`src/rtl/knapsack_fitness_evaluator_pkg.sv`:
```
// Shared definitions for the knapsack fitness evaluator: FSM state encoding,
// accumulator sizing and the unsigned saturation helper.
`ifndef KNAPSACK_FITNESS_EVALUATOR_PKG_SV
`define KNAPSACK_FITNESS_EVALUATOR_PKG_SV
package knapsack_fitness_evaluator_pkg;

    typedef enum logic [1:0] {
        ST_IDLE  = 2'd0,
        ST_SCAN  = 2'd1,
        ST_SCORE = 2'd2,
        ST_DONE  = 2'd3
    } kfe_state_e;

    // One spare bit over the worst-case sum of every item.
    function automatic int acc_width(input int individual_width, input int item_width);
        return item_width + $clog2(individual_width) + 1;
    endfunction

    function automatic logic [63:0] sat_unsigned(input logic [63:0] x, input int unsigned width);
        logic [63:0] max_val;
        max_val = (width >= 64) ? '1 : ((64'd1 << width) - 64'd1);
        return (x > max_val) ? max_val : x;
    endfunction

endpackage
`endif

```
`src/rtl/knapsack_fitness_evaluator_chunk_adder.sv`:
```
// Combinational adder summing the value and weight of the selected genes of one chunk.
module knapsack_chunk_adder
    import knapsack_fitness_evaluator_pkg::*;
#(
    parameter int ChunkWidth = 4,
    parameter int ItemWidth  = 8,
    parameter int AccWidth   = 14
) (
    input  logic [ChunkWidth-1:0]           genes,
    input  logic [ChunkWidth*ItemWidth-1:0] values,
    input  logic [ChunkWidth*ItemWidth-1:0] weights,
    output logic [AccWidth-1:0]             value_sum,
    output logic [AccWidth-1:0]             weight_sum
);

    always_comb begin
        value_sum  = '0;
        weight_sum = '0;
        for (int i = 0; i < ChunkWidth; i++) begin
            if (genes[i]) begin
                value_sum  = value_sum + AccWidth'(values[i*ItemWidth +: ItemWidth]);
                weight_sum = weight_sum + AccWidth'(weights[i*ItemWidth +: ItemWidth]);
            end
        end
    end

endmodule

```
`src/rtl/knapsack_fitness_evaluator.sv`:
```
// Scores a GA individual as a 0/1 knapsack solution, ChunkWidth genes per cycle,
// and answers with a registered fitness and a single-cycle fitness_end pulse.
module knapsack_fitness_evaluator
    import knapsack_fitness_evaluator_pkg::*;
#(
    parameter int IndividualWidth = 32,
    parameter int FitnessWidth    = 16,
    parameter int ItemWidth       = 8,
    parameter int ChunkWidth      = 4,
    parameter int PenaltyShift    = 1
) (
    input  logic                                 clk,
    input  logic                                 rst,
    input  logic                                 test_individual,
    input  logic [IndividualWidth-1:0]           individual,
    input  logic [IndividualWidth*ItemWidth-1:0] item_values,
    input  logic [IndividualWidth*ItemWidth-1:0] item_weights,
    input  logic [FitnessWidth-1:0]              capacity,
    output logic [FitnessWidth-1:0]              fitness,
    output logic                                 fitness_end,
    output logic                                 busy
);

    localparam int NumChunks = IndividualWidth / ChunkWidth;
    localparam int AccWidth  = acc_width(IndividualWidth, ItemWidth);
    localparam int IdxWidth  = (NumChunks > 1) ? $clog2(NumChunks) : 1;
    localparam int ChunkBits = ChunkWidth * ItemWidth;
    localparam int WideWidth = AccWidth + PenaltyShift + FitnessWidth + 1;

    if (IndividualWidth % ChunkWidth != 0) begin : g_bad_chunking
        $error("IndividualWidth must be a multiple of ChunkWidth");
    end

    kfe_state_e                 state_q, state_d;
    logic [IndividualWidth-1:0] individual_q, individual_d;
    logic [AccWidth-1:0]        value_sum_q, value_sum_d;
    logic [AccWidth-1:0]        weight_sum_q, weight_sum_d;
    logic [IdxWidth-1:0]        idx_q, idx_d;
    logic [FitnessWidth-1:0]    fitness_q, fitness_d;
    logic                       fitness_end_q, fitness_end_d;
    logic                       busy_q, busy_d;

    logic [ChunkWidth-1:0] chunk_genes;
    logic [ChunkBits-1:0]  chunk_values;
    logic [ChunkBits-1:0]  chunk_weights;
    logic [AccWidth-1:0]   chunk_value_sum;
    logic [AccWidth-1:0]   chunk_weight_sum;

    always_comb begin
        chunk_genes   = individual_q[ChunkWidth-1:0];
        chunk_values  = item_values[ChunkBits-1:0];
        chunk_weights = item_weights[ChunkBits-1:0];
        for (int k = 0; k < NumChunks; k++) begin
            if (idx_q == IdxWidth'(k)) begin
                chunk_genes   = individual_q[k*ChunkWidth +: ChunkWidth];
                chunk_values  = item_values[k*ChunkBits +: ChunkBits];
                chunk_weights = item_weights[k*ChunkBits +: ChunkBits];
            end
        end
    end

    knapsack_chunk_adder #(
        .ChunkWidth(ChunkWidth),
        .ItemWidth (ItemWidth),
        .AccWidth  (AccWidth)
    ) u_chunk_adder (
        .genes     (chunk_genes),
        .values    (chunk_values),
        .weights   (chunk_weights),
        .value_sum (chunk_value_sum),
        .weight_sum(chunk_weight_sum)
    );

    // Penalised score; everything is widened so the excess shift cannot wrap.
    logic [FitnessWidth-1:0] value_sat;
    logic [WideWidth-1:0]    value_wide, weight_wide, cap_wide, penalty;
    logic [FitnessWidth-1:0] score;

    always_comb begin
        value_sat   = FitnessWidth'(sat_unsigned(64'(value_sum_q), FitnessWidth));
        value_wide  = WideWidth'(value_sat);
        weight_wide = WideWidth'(weight_sum_q);
        cap_wide    = WideWidth'(capacity);
        penalty     = (weight_wide - cap_wide) << PenaltyShift;
        if (weight_wide <= cap_wide) begin
            score = value_sat;
        end else if (penalty >= value_wide) begin
            score = '0;
        end else begin
            score = FitnessWidth'(value_wide - penalty);
        end
    end

    always_comb begin
        state_d       = state_q;
        individual_d  = individual_q;
        value_sum_d   = value_sum_q;
        weight_sum_d  = weight_sum_q;
        idx_d         = idx_q;
        fitness_d     = fitness_q;
        fitness_end_d = 1'b0;
        busy_d        = busy_q;
        case (state_q)
            ST_IDLE: begin
                if (test_individual) begin
                    individual_d = individual;
                    value_sum_d  = '0;
                    weight_sum_d = '0;
                    idx_d        = '0;
                    busy_d       = 1'b1;
                    state_d      = ST_SCAN;
                end
            end
            ST_SCAN: begin
                value_sum_d  = value_sum_q + chunk_value_sum;
                weight_sum_d = weight_sum_q + chunk_weight_sum;
                if (idx_q == IdxWidth'(NumChunks - 1)) begin
                    state_d = ST_SCORE;
                end else begin
                    idx_d = idx_q + IdxWidth'(1);
                end
            end
            ST_SCORE: begin
                fitness_d     = score;
                fitness_end_d = 1'b1;
                state_d       = ST_DONE;
            end
            ST_DONE: begin
                busy_d  = 1'b0;
                state_d = ST_IDLE;
            end
            default: state_d = ST_IDLE;
        endcase
    end

    always_ff @(posedge clk or negedge rst) begin
        if (!rst) begin
            state_q       <= ST_IDLE;
            individual_q  <= '0;
            value_sum_q   <= '0;
            weight_sum_q  <= '0;
            idx_q         <= '0;
            fitness_q     <= '0;
            fitness_end_q <= 1'b0;
            busy_q        <= 1'b0;
        end else begin
            state_q       <= state_d;
            individual_q  <= individual_d;
            value_sum_q   <= value_sum_d;
            weight_sum_q  <= weight_sum_d;
            idx_q         <= idx_d;
            fitness_q     <= fitness_d;
            fitness_end_q <= fitness_end_d;
            busy_q        <= busy_d;
        end
    end

    assign fitness     = fitness_q;
    assign fitness_end = fitness_end_q;
    assign busy        = busy_q;

endmodule

```
`config.mk`:
```
export PLATFORM = sky130hd
export DESIGN_NAME = knapsack_fitness_evaluator
export DESIGN_NICKNAME = d
export VERILOG_FILES = /design/src/rtl/knapsack_fitness_evaluator_pkg.sv /design/src/rtl/knapsack_fitness_evaluator_chunk_adder.sv /design/src/rtl/knapsack_fitness_evaluator.sv
export SDC_FILE = /design/constraint.sdc
export NUM_CORES = 1
export LEC_CHECK = 0
export CAP_MARGIN = 30
export CORE_AREA = 10 10 216 218
export DETAILED_ROUTE_END_ITERATION = 8
export DIE_AREA = 0 0 226 228
export PLACE_DENSITY = 0.71
export SLEW_MARGIN = 20
export SYNTH_ARGS = -nofsm -noshare
export SYNTH_HDL_FRONTEND = slang
export SYNTH_SLANG_ARGS = --single-unit
```
`constraint.sdc`:
```
create_clock -name clk -period 11.65 [get_ports clk]
set_clock_uncertainty 0.05 [all_clocks]
set_input_delay 1.165 -clock clk [delete_from_list [all_inputs] [get_ports clk]]
set_output_delay 1.165 -clock clk [all_outputs]
set_load 0.02 [all_outputs]
```
After elaboration in Yosys (flattened, before gate mapping)
Index checks and enable logic that the tools add are counted.
Operators by class
  add/subtract/negate cells: 11
  order comparisons: 2
  eq/ne operators: 13
  mux-type cells: 43
  reductions and logical operators: 8
Operator list (count)
  32-bit 2-to-1 mux: 14
  14-bit 2-to-1 mux: 7
  14-bit by 8-bit adder with 14-bit output: 4
  14-bit one-hot mux with 2 select lines: 2
  32-bit by 14-bit >= comparator with 1-bit output: 1
  16-bit 2-to-1 mux: 2
  14-bit adder: 2
  4-bit 2-to-1 mux: 7
  8-bit by 8-bit adder with 9-bit output: 2
  14-bit by 16-bit subtractor with 17-bit output: 1
  14-bit by 16-bit <= comparator with 1-bit output: 1
  8-bit 2-to-1 mux: 2
  15-bit by 16-bit subtractor with 16-bit output: 1
  3-bit equality test, second input constant: 4
  2-bit one-hot mux with 4 select lines: 1
  2-bit AND reduction: 4
  3-bit by 2-bit equality test with 1-bit output, second input constant: 2
  3-bit 2-to-1 mux: 2
  2-bit != test, second input constant: 3
  3-bit one-hot mux with 2 select lines: 1
  2-bit equality test, second input constant: 2
  2-bit 2-to-1 mux: 2
  2-bit nonzero test: 2
  3-bit by 1-bit adder with 3-bit output, second input constant: 1
  other kinds (6): 7
Storage, ports and cells
  bits in registers: 83
  input port bits: 563
  output and inout bits: 18
  logic and storage cells: 85

Logic depth before layout (Yosys ltp)
Gate-level depths: netlist (run 1).
  depth in word-level cells: 17
  depth in mapped cells: 41
  gate-level depth less buffers: 36

Hierarchy
From an unflattened synthesis (run 1), not the netlist that was laid out.
Unflattened totals
  cells, all modules: 1829
  area, all modules: 13536.7 µm²
Modules (own cells, without submodules)
  knapsack_fitness_evaluator: times used 1, cells an instance 1412, area an instance 10495.1 µm², sequential area each 2077.0 µm²
  knapsack_chunk_adder: times used 1, cells an instance 417, area an instance 3041.7 µm², sequential area each 0.0 µm²

Worst setup path after synthesis (run 1)
No wires, ideal clock.
  path type: register -> register
  start point: reg idx_q[2]
  end point: reg weight_sum_q[10]
  library setup time: 0.130 ns
  arrival time: 7.515 ns
  data required time: 11.470 ns
  slack: 3.956 ns
  cell stages (with the launch flop): 38
  path buffers: 6
  clock period less this slack: 7.694 ns
  path through: dfrtp_1 -> inv_1 -> clkbuf_1 -> ha_1 -> buf_2 -> buf_2 -> buf_2 -> clkbuf_1 -> clkbuf_1 -> a211oi_1 -> o311ai_0 -> o21ai_0 -> o21ai_0 -> ha_1 -> fa_1 -> mux2i_1 -> inv_1 -> ha_1 -> [2 not listed] -> o21a_1 -> nor3_1 -> o21ai_0 -> o21a_1 -> ha_1 -> o21ai_0 -> a31oi_1 -> o21ai_0 -> a21boi_0 -> o21a_1 -> mux2_2 -> nor3_1 -> ha_1 -> a21oi_1 -> nand2_1 -> o21ai_0 -> xor2_1 -> o21ai_0
On the way
  word-level cells in the longest chain between the ends: 17
  elaborated cells between the ends (all ways): 30
  classes of those cells: add/sub: 4; eq/ne: 7; mux: 19
RTL lines
  from (decl): RTL line knapsack_fitness_evaluator.sv:38  | logic [IdxWidth-1:0] idx_q, idx_d;
  from (signal assigned): RTL line knapsack_fitness_evaluator.sv:151  | idx_q <= idx_d;
  3-bit by 1-bit equality test with 1-bit output: RTL line knapsack_fitness_evaluator.sv:54  | if (idx_q == IdxWidth'(k)) begin
  32-bit 2-to-1 mux or 4-bit 2-to-1 mux (tied branches) (7 in series): RTL line knapsack_fitness_evaluator.sv:54
  8-bit 2-to-1 mux: RTL line knapsack_fitness_evaluator_chunk_adder.sv:20  | if (genes[i]) begin
  8-bit by 8-bit adder with 9-bit output: RTL line knapsack_fitness_evaluator_chunk_adder.sv:22  | weight_sum = weight_sum + AccWidth'(weights[i*ItemWidth +: ItemWidth]);
  14-bit 2-to-1 mux: RTL line knapsack_fitness_evaluator_chunk_adder.sv:20
  14-bit by 8-bit adder with 14-bit output: RTL line knapsack_fitness_evaluator_chunk_adder.sv:22
  14-bit 2-to-1 mux: RTL line knapsack_fitness_evaluator_chunk_adder.sv:20
  14-bit by 8-bit adder with 14-bit output: RTL line knapsack_fitness_evaluator_chunk_adder.sv:22
  14-bit 2-to-1 mux (*): RTL line knapsack_fitness_evaluator_chunk_adder.sv:20
  14-bit adder (*): RTL line knapsack_fitness_evaluator.sv:116  | weight_sum_d = weight_sum_q + chunk_weight_sum;
  14-bit one-hot mux with 2 select lines (*): RTL line knapsack_fitness_evaluator.sv:103  | case (state_q)
  to (signal assigned): RTL line knapsack_fitness_evaluator.sv:150  | weight_sum_q <= weight_sum_d;
  to (decl): RTL line knapsack_fitness_evaluator.sv:37  | logic [AccWidth-1:0] weight_sum_q, weight_sum_d;
Mark *: on every way between the ends. The rest lies on a longest branch, timed or not.
A chain may end at the register's enable or synchronous reset.

Final worst setup path (run 1)
  start point: reg idx_q[1]
  end point: reg value_sum_q[10]
On the way
  word-level cells in the longest chain between the ends: 17
  elaborated cells between the ends (all ways): 30
  classes of those cells: add/sub: 4; eq/ne: 7; mux: 19
RTL lines
  3-bit by 1-bit equality test with 1-bit output: RTL line knapsack_fitness_evaluator.sv:54
  32-bit 2-to-1 mux or 4-bit 2-to-1 mux (tied branches) (7 in series): RTL line knapsack_fitness_evaluator.sv:54
  8-bit 2-to-1 mux: RTL line knapsack_fitness_evaluator_chunk_adder.sv:20
  8-bit by 8-bit adder with 9-bit output: RTL line knapsack_fitness_evaluator_chunk_adder.sv:21  | value_sum = value_sum + AccWidth'(values[i*ItemWidth +: ItemWidth]);
  14-bit 2-to-1 mux: RTL line knapsack_fitness_evaluator_chunk_adder.sv:20
  14-bit by 8-bit adder with 14-bit output: RTL line knapsack_fitness_evaluator_chunk_adder.sv:21
  14-bit 2-to-1 mux: RTL line knapsack_fitness_evaluator_chunk_adder.sv:20
  14-bit by 8-bit adder with 14-bit output: RTL line knapsack_fitness_evaluator_chunk_adder.sv:21
  14-bit 2-to-1 mux (*): RTL line knapsack_fitness_evaluator_chunk_adder.sv:20
  14-bit adder (*): RTL line knapsack_fitness_evaluator.sv:115  | value_sum_d = value_sum_q + chunk_value_sum;
  14-bit one-hot mux with 2 select lines (*): RTL line knapsack_fitness_evaluator.sv:103
  to (signal assigned): RTL line knapsack_fitness_evaluator.sv:149  | value_sum_q <= value_sum_d;
  to (decl): RTL line knapsack_fitness_evaluator.sv:36  | logic [AccWidth-1:0] value_sum_q, value_sum_d;
Marks and branches as above.

==> results of run 1 <==
metrics by stage:
step | utilization, % | instances | setup WS (ns)
after global placement | 45.7 | 2858 | 2.97
after detailed placement | 45.7 | 2858 | 2.63
after global routing | 46.5 | 2892 | 1.78
after CTS | 46.4 | 2874 | 2.59
after floorplan | - | 1833 | 3.96
final | 46.5 | 2893 | 2.57
registers in the layout, summed over array words and instances, names as in the netlist:
signal	flops
busy	1
fitness_end	1
individual_q	32
value_sum_q	14
idx_q	3
fitness	16
weight_sum_q	14
state_q	2
Yosys cell counts (8+ instances only):
cell / number
nor3_1: 28
nand3_1: 19
ha_1: 121
a21oi_1: 108
o31a_1: 8
a311oi_1: 50
o21a_1: 21
o311ai_0: 54
nand2_1: 270
mux2i_1: 8
a211oi_1: 64
mux2_2: 70
dfrtp_1: 83
a21o_1: 35
fa_1: 10
inv_1: 84
nor2_1: 212
buf_2: 27
o221ai_1: 8
or3_1: 8
o21bai_1: 9
xor2_1: 26
o22ai_1: 39
a32o_1: 16
xnor2_1: 36
clkbuf_1: 77
nand2b_1: 21
o21ai_0: 154
nor2b_1: 15
buf_1: 13
o211ai_1: 14
layout make-up:
| cell class | count | area, um^2 | share of cell area (%) |
|---|---|---|---|
| Clock inverter | 7 | 105 | 0.531 |
| Multi-Input combinational cell | 1540 | 10300 | 52.3 |
| Sequential cell | 83 | 2080 | 10.5 |
| Clock buffer | 9 | 225 | 1.14 |
| Inverter | 85 | 319 | 1.61 |
| Antenna cell | 19 | 47.5 | 0.240 |
| Tap cell | 546 | 683 | 3.45 |
| Timing Repair Buffer | 604 | 5980 | 30.2 |
layer usage:
metal  global-route usage [%]  part of all wire [%]  vias to the layer above
met5                        0                 0.017                        -
met4                     10.1                   3.1                        2
met3                     6.58                   7.8                      106
met2                     48.7                    49                      722
met1                     33.5                    40                     7933
li1                         -                     -                     7759
path summary, 6_finish.rpt:
check	to	slack, ns	start	cells after the start
setup / recovery	value_sum_q[10]$_DFFE_PN0P_	2.57	idx_q[1]$_DFFE_PN0P_	35
hold / removal	fitness[8]$_DFFE_PN0P_	0.43	fitness[8]$_DFFE_PN0P_	1
setup reg to reg	value_sum_q[10]$_DFFE_PN0P_	2.57	idx_q[1]$_DFFE_PN0P_	35
hold reg to reg	fitness[8]$_DFFE_PN0P_	0.43	fitness[8]$_DFFE_PN0P_	1
min in group asynchronous	individual_q[12]$_DFFE_PN0P_	0.68	rst	1
max in group asynchronous	idx_q[0]$_DFFE_PN0P_	9.74	rst	2
kinds of logic after synthesis:
family          after synthesis  share of synthesized area (%)
simple gates                617                           20.0
compound gates              651                           34.0
flops                        83                           15.7
fa+ha+maj                   131                           13.0
mux                          79                           6.68
buf+inv                     210                           6.50
xor+xnor                     62                           4.11
==> metrics.md, run 1 <==
| Metric | Value |
|---|---|
| Commonest cells after routing, fill and taps aside | `579 x clkdlybuf4s50_1, 268 x nand2_1, 212 x nor2_1` |
| Final ANT Viol Nets | `0` |
| Final Hold Vio Count | `0` |
| Worst EP required | `11.80 ns` |
| Clock Latency Late Sink | `0.35 ns` |
| Clk buf depth | `2` |
| TNS Setup | `0 ns` |
| Final Max Tran Viols | `0` |
| DPL Wire Length | `63000 um` |
| All-Layer GR Usage | `between 20 and 30%` |
| Routability congestion estimate | `0.991` |
| Number of synthesis warnings | `0` |
| Netlist Area Pre-Place | `0.0132 mm^2` |
| Layout cells sized above 1 | `6.01%` |
| DR vias | `between 15000 and 20000` |
| Worst-margin pin slew | `0.986 ns` |
| Placed cell areas | `just under 0.02 mm^2` |
| Std-Cell Rows | `76` |
| Cts hold-fix bufs | `0` |
| Die footprint | `0.0515 mm^2` |
| Seq cells post-synth | `83` |
| Rel. slew slack | `34.3%` |
| Critical path's slowest cell | `buf_4` |
| Vias per inst | `5.71` |
| Worst hold path class | `reg2reg` |
| Status | `complete, no violations` |
| Drt total wl | `76100 um` |
| Layout net count | `just over 3000` |
| First-pass GRT wire length | `between 100000 and 150000 um` |
| Post-Syn Nets | `2527` |
| Area grow syn2layout | `49.6%` |
| Final period util | `roughly 78%` |
| Minimum clock period | `9.08 ns` |
| Clock root cell | `clkbuf_16` |
| Largest area contributor in the netlist | `dfrtp_1` |
| Die Y | `228 um` |
| Total CTS buffers | `9` |
| Initial Utilization | `between 30% and 40%` |
| Max stage delay on crit path | `0.52 ns` |
| Core Box Area | `0.0425 mm^2` |
| Startpoint types | `flip-flop` |
| Synth async-reset ratio | `100%` |
| RSZ-0062 raised after global routing | `false` |
| 1st-iter DRT viols | `between 1000 and 1500` |
| GR Overflow Total | `0` |
| IO buf count | `580` |
| Die X | `226 um` |
| Register area share after synthesis | `15.7%` |
| Crit Path Category | `reg2reg` |
| Top cell type's share of synthesized area | `15.7%` |
| Achievable Freq | `0.110 GHz` |
| Buf/Inv on CP | `4` |
| Final non-filler cell area | `0.0198 mm^2` |
| Clk sink count | `just over 80` |
| Max Cap Viol | `0` |
| Synth Flop Type | `dfrtp_1` |
| Setup repair bufs after CTS | `0` |
| Finish-stage setup viols | `0` |
| CP top delay family | `compound AO/OA/AOI/OAI gates` |
| CP most frequent cell | `ha_1` |
| Post-CTS sizing | `0` |
| Worst EP arrival | `9.23 ns` |
| Crit Path Max Fanout | `46` |
| H-Tree Depth | `3` |
| First-pass DRT Iterations | `5` |
| # fillers | `4185` |
| Mean post-synth cell area | `7.21 um^2` |
| Cell variety after synth | `81` |
| Top cells by area, synth | `dfrtp_1 16%, ha_1 11%, nand2_1 7.7%` |
| Largest net degree at the start of global routing | `97` |
| Ports | `581` |
| Clock transition at the registers of the reported paths | `0.07 ns` |
| TritonCTS clock tree | `done` |
| Mapped Cells | `1833` |
| Worst hold slack | `0.429 ns` |
| Post-synth EDFFs | `0` |
| Initial antenna violation count | `26` |
| Crit end category | `flip-flop` |
| Number of global-route vias before repair | `about 17000` |
| Routed len/inst | `approximately 26 um` |
| Commonest non-fill, non-tap cell in the layout | `clkdlybuf4s50_1` |
| DRC viols | `0` |
Power of run 1 is not shown: default switching activity piles up to over one toggle a cycle in this logic, so the estimate is an artifact.
==> run 2: changes to the inputs <==
==> constraint.sdc (replaced) <==
create_clock -name clk -period 9.54 [get_ports clk]
set_clock_uncertainty 0.05 [all_clocks]
set_input_delay 0.954 -clock clk [delete_from_list [all_inputs] [get_ports clk]]
set_output_delay 0.954 -clock clk [all_outputs]
set_load 0.02 [all_outputs]
==> run 2 against run 1 <==
Count of clock-buffer cells in the layout is 1 higher. Maximum frequency is 5.3% higher. Routed wire length is 0.43% lower. Largest cell class unchanged.
==> metrics.md, run 2 (synthesis results as in run 1) <==
| Metric | Value |
|---|---|
| Area grow syn2layout | `50.5%` |
| Setup repair bufs after CTS | `0` |
| Startpoint types | `flip-flop` |
| Finish-stage setup viols | `0` |
| Rel. slew slack | `26.0%` |
| GR Overflow Total | `0` |
| Total CTS buffers | `9` |
| Crit Path Max Fanout | `31` |
| Final ANT Viol Nets | `0` |
| All-Layer GR Usage | `between 20% and 30%` |
| Post-CTS sizing | `0` |
| FF-to-FF Start | `idx_q[2]$_DFFE_PN0P_` |
| Clk buf depth | `2` |
| Top Layer Used | `met5` |
| Crit end category | `flip-flop` |
| Final period util | `90.4%` |
| Biggest register | `individual_q` |
| Crit Path Category | `reg2reg` |
| DRC viols | `0` |
| Cts hold-fix bufs | `0` |
| DPL Wire Length | `roughly 64000 um` |
| Worst EP required | `9.69 ns` |
| First-pass GRT wire length | `110000 um` |
| RSZ-0062 raised after global routing | `false` |
| Final Max Tran Viols | `0` |
| First-pass DRT Iterations | `6` |
| Routed wl met2 | `37000 um` |
| DR vias | `between 15000 and 20000` |
| Final Hold Vio Count | `0` |
| Achievable Freq | `roughly 0.12 GHz` |
| Die Y | `approximately 230 um` |
| CP startpoint | `idx_q[2]$_DFFE_PN0P_` |
| TNS Setup | `0 ns` |
| Critical path's slowest cell | `o311ai_0` |
| Number of cells on the worst reg-to-reg path | `29` |
| TritonCTS clock tree | `done` |
| Number of global-route vias before repair | `roughly 17000` |
| R2R Setup Slk | `0.91 ns` |
| H-Tree Depth | `3` |
| Commonest cells after routing, fill and taps aside | `579 x clkdlybuf4s50_1, 268 x nand2_1, 212 x nor2_1` |
| Largest net degree at the start of global routing | `approximately 110` |
| Die X | `226 um` |
| Worst-margin pin slew | `1.10 ns` |
| Clk sink count | `83` |
| Layout cells sized above 1 | `approximately 6.5%` |
| Ports | `581` |
| Routed length on met1 | `between 30000 and 40000 um` |
| Worst EP arrival | `approximately 8.8 ns` |
| Die footprint | `0.0515 mm^2` |
| 1st-iter DRT viols | `1230` |
| Routability congestion estimate | `approximately 1` |
| Routed wl met3 | `5490 um` |
| Minimum clock period | `8.63 ns` |
| Clock Latency Late Sink | `0.35 ns` |
| Critical Path Sink | `weight_sum_q[10]$_DFFE_PN0P_` |
| IO buf count | `580` |
| Drt total wl | `75800 um` |
| Worst R2R End | `weight_sum_q[10]$_DFFE_PN0P_` |
| Worst hold path class | `in2async` |
| Worst hold slack | `around 0.4 ns` |
| Vias per inst | `5.64` |
| CP most frequent cell | `o21ai_0` |
| Max Cap Viol | `0` |
| Status | `complete, no violations` |
| Clock root cell | `clkbuf_16` |
| # fillers | `4219` |
| Clock transition at the registers of the reported paths | `0.07 ns` |
| Std-Cell Rows | `76` |
| Max FFs per register | `32` |
| Commonest non-fill, non-tap cell in the layout | `clkdlybuf4s50_1` |
| Initial antenna violation count | `27` |
| Layout net count | `3030` |
| Routed len/inst | `26.0 um` |
| Core Box Area | `0.0425 mm^2` |
| Initial Utilization | `a little under a third` |
| Max stage delay on crit path | `about 0.77 ns` |
[run 2: cell count changes in the layout (fill, tap and decap cells not counted), sizes merged]
cell      change
buf          +13
diode         +4
bufinv        -1
clkbuf        +1
clkinvlp      +1
inv           -1
[run 2: how the worst min path moves through the flow]
stage | startpoint | endpoint | slack (ns)
3_5_place_dp | fitness[9]$_DFFE_PN0P_ | fitness[9]$_DFFE_PN0P_ | 0.42
4_1_cts | rst | individual_q[12]$_DFFE_PN0P_ | 0.40
3_3_place_gp | fitness[9]$_DFFE_PN0P_ | fitness[9]$_DFFE_PN0P_ | 0.42
2_1_floorplan | individual_q[17]$_DFFE_PN0P_ | individual_q[17]$_DFFE_PN0P_ | 0.42
6_report | rst | individual_q[12]$_DFFE_PN0P_ | 0.40
5_1_grt | rst | individual_q[12]$_DFFE_PN0P_ | 0.40
[run 2: final cells by class]
type	count	area [um^2]	share of cell area, %
Timing Repair Buffer	617	6110	30.7
Antenna cell	23	57.6	0.289
Sequential cell	83	2080	10.4
Clock inverter	6	71.3	0.358
Clock buffer	10	229	1.15
Tap cell	546	683	3.43
Multi-Input combinational cell	1540	10300	52.0
Inverter	85	319	1.60
[run 2: routing by layer]
| metal | GRT usage [%] | vias up |
|---|---|---|
| li1 | - | 7803 |
| met1 | 33.4 | 7902 |
| met2 | 48.3 | 615 |
| met3 | 6.62 | 99 |
| met4 | 10.3 | 6 |
| met5 | 0 | - |
[run 2: critical path, delay by kind of cell, from the launching register on]
| family | cells | cell delay, ns |
|---|---|---|
| AO/OA/AOI/OAI | 14 | 3.36 |
| adder cells (fa/ha/maj) | 4 | 1.32 |
| AND/OR/NAND/NOR | 4 | 1.08 |
| buffers and inverters | 2 | 0.92 |
| multiplexers | 3 | 0.90 |
| flip-flops | 1 | 0.53 |
| XOR/XNOR | 2 | 0.29 |
[run 2: through the flow]
step	cell area, um^2	worst slack (ns)	utilization, %	instances
after floorplan	13200	1.85	-	1833
after global placement	19500	1.04	45.9	2870
after detailed placement	19500	0.862	45.9	2870
after CTS	19800	0.960	46.6	2886
after global routing	19900	0.220	46.8	2906
final	19900	0.914	46.8	2910
Power of run 2 is left out for the same reason.
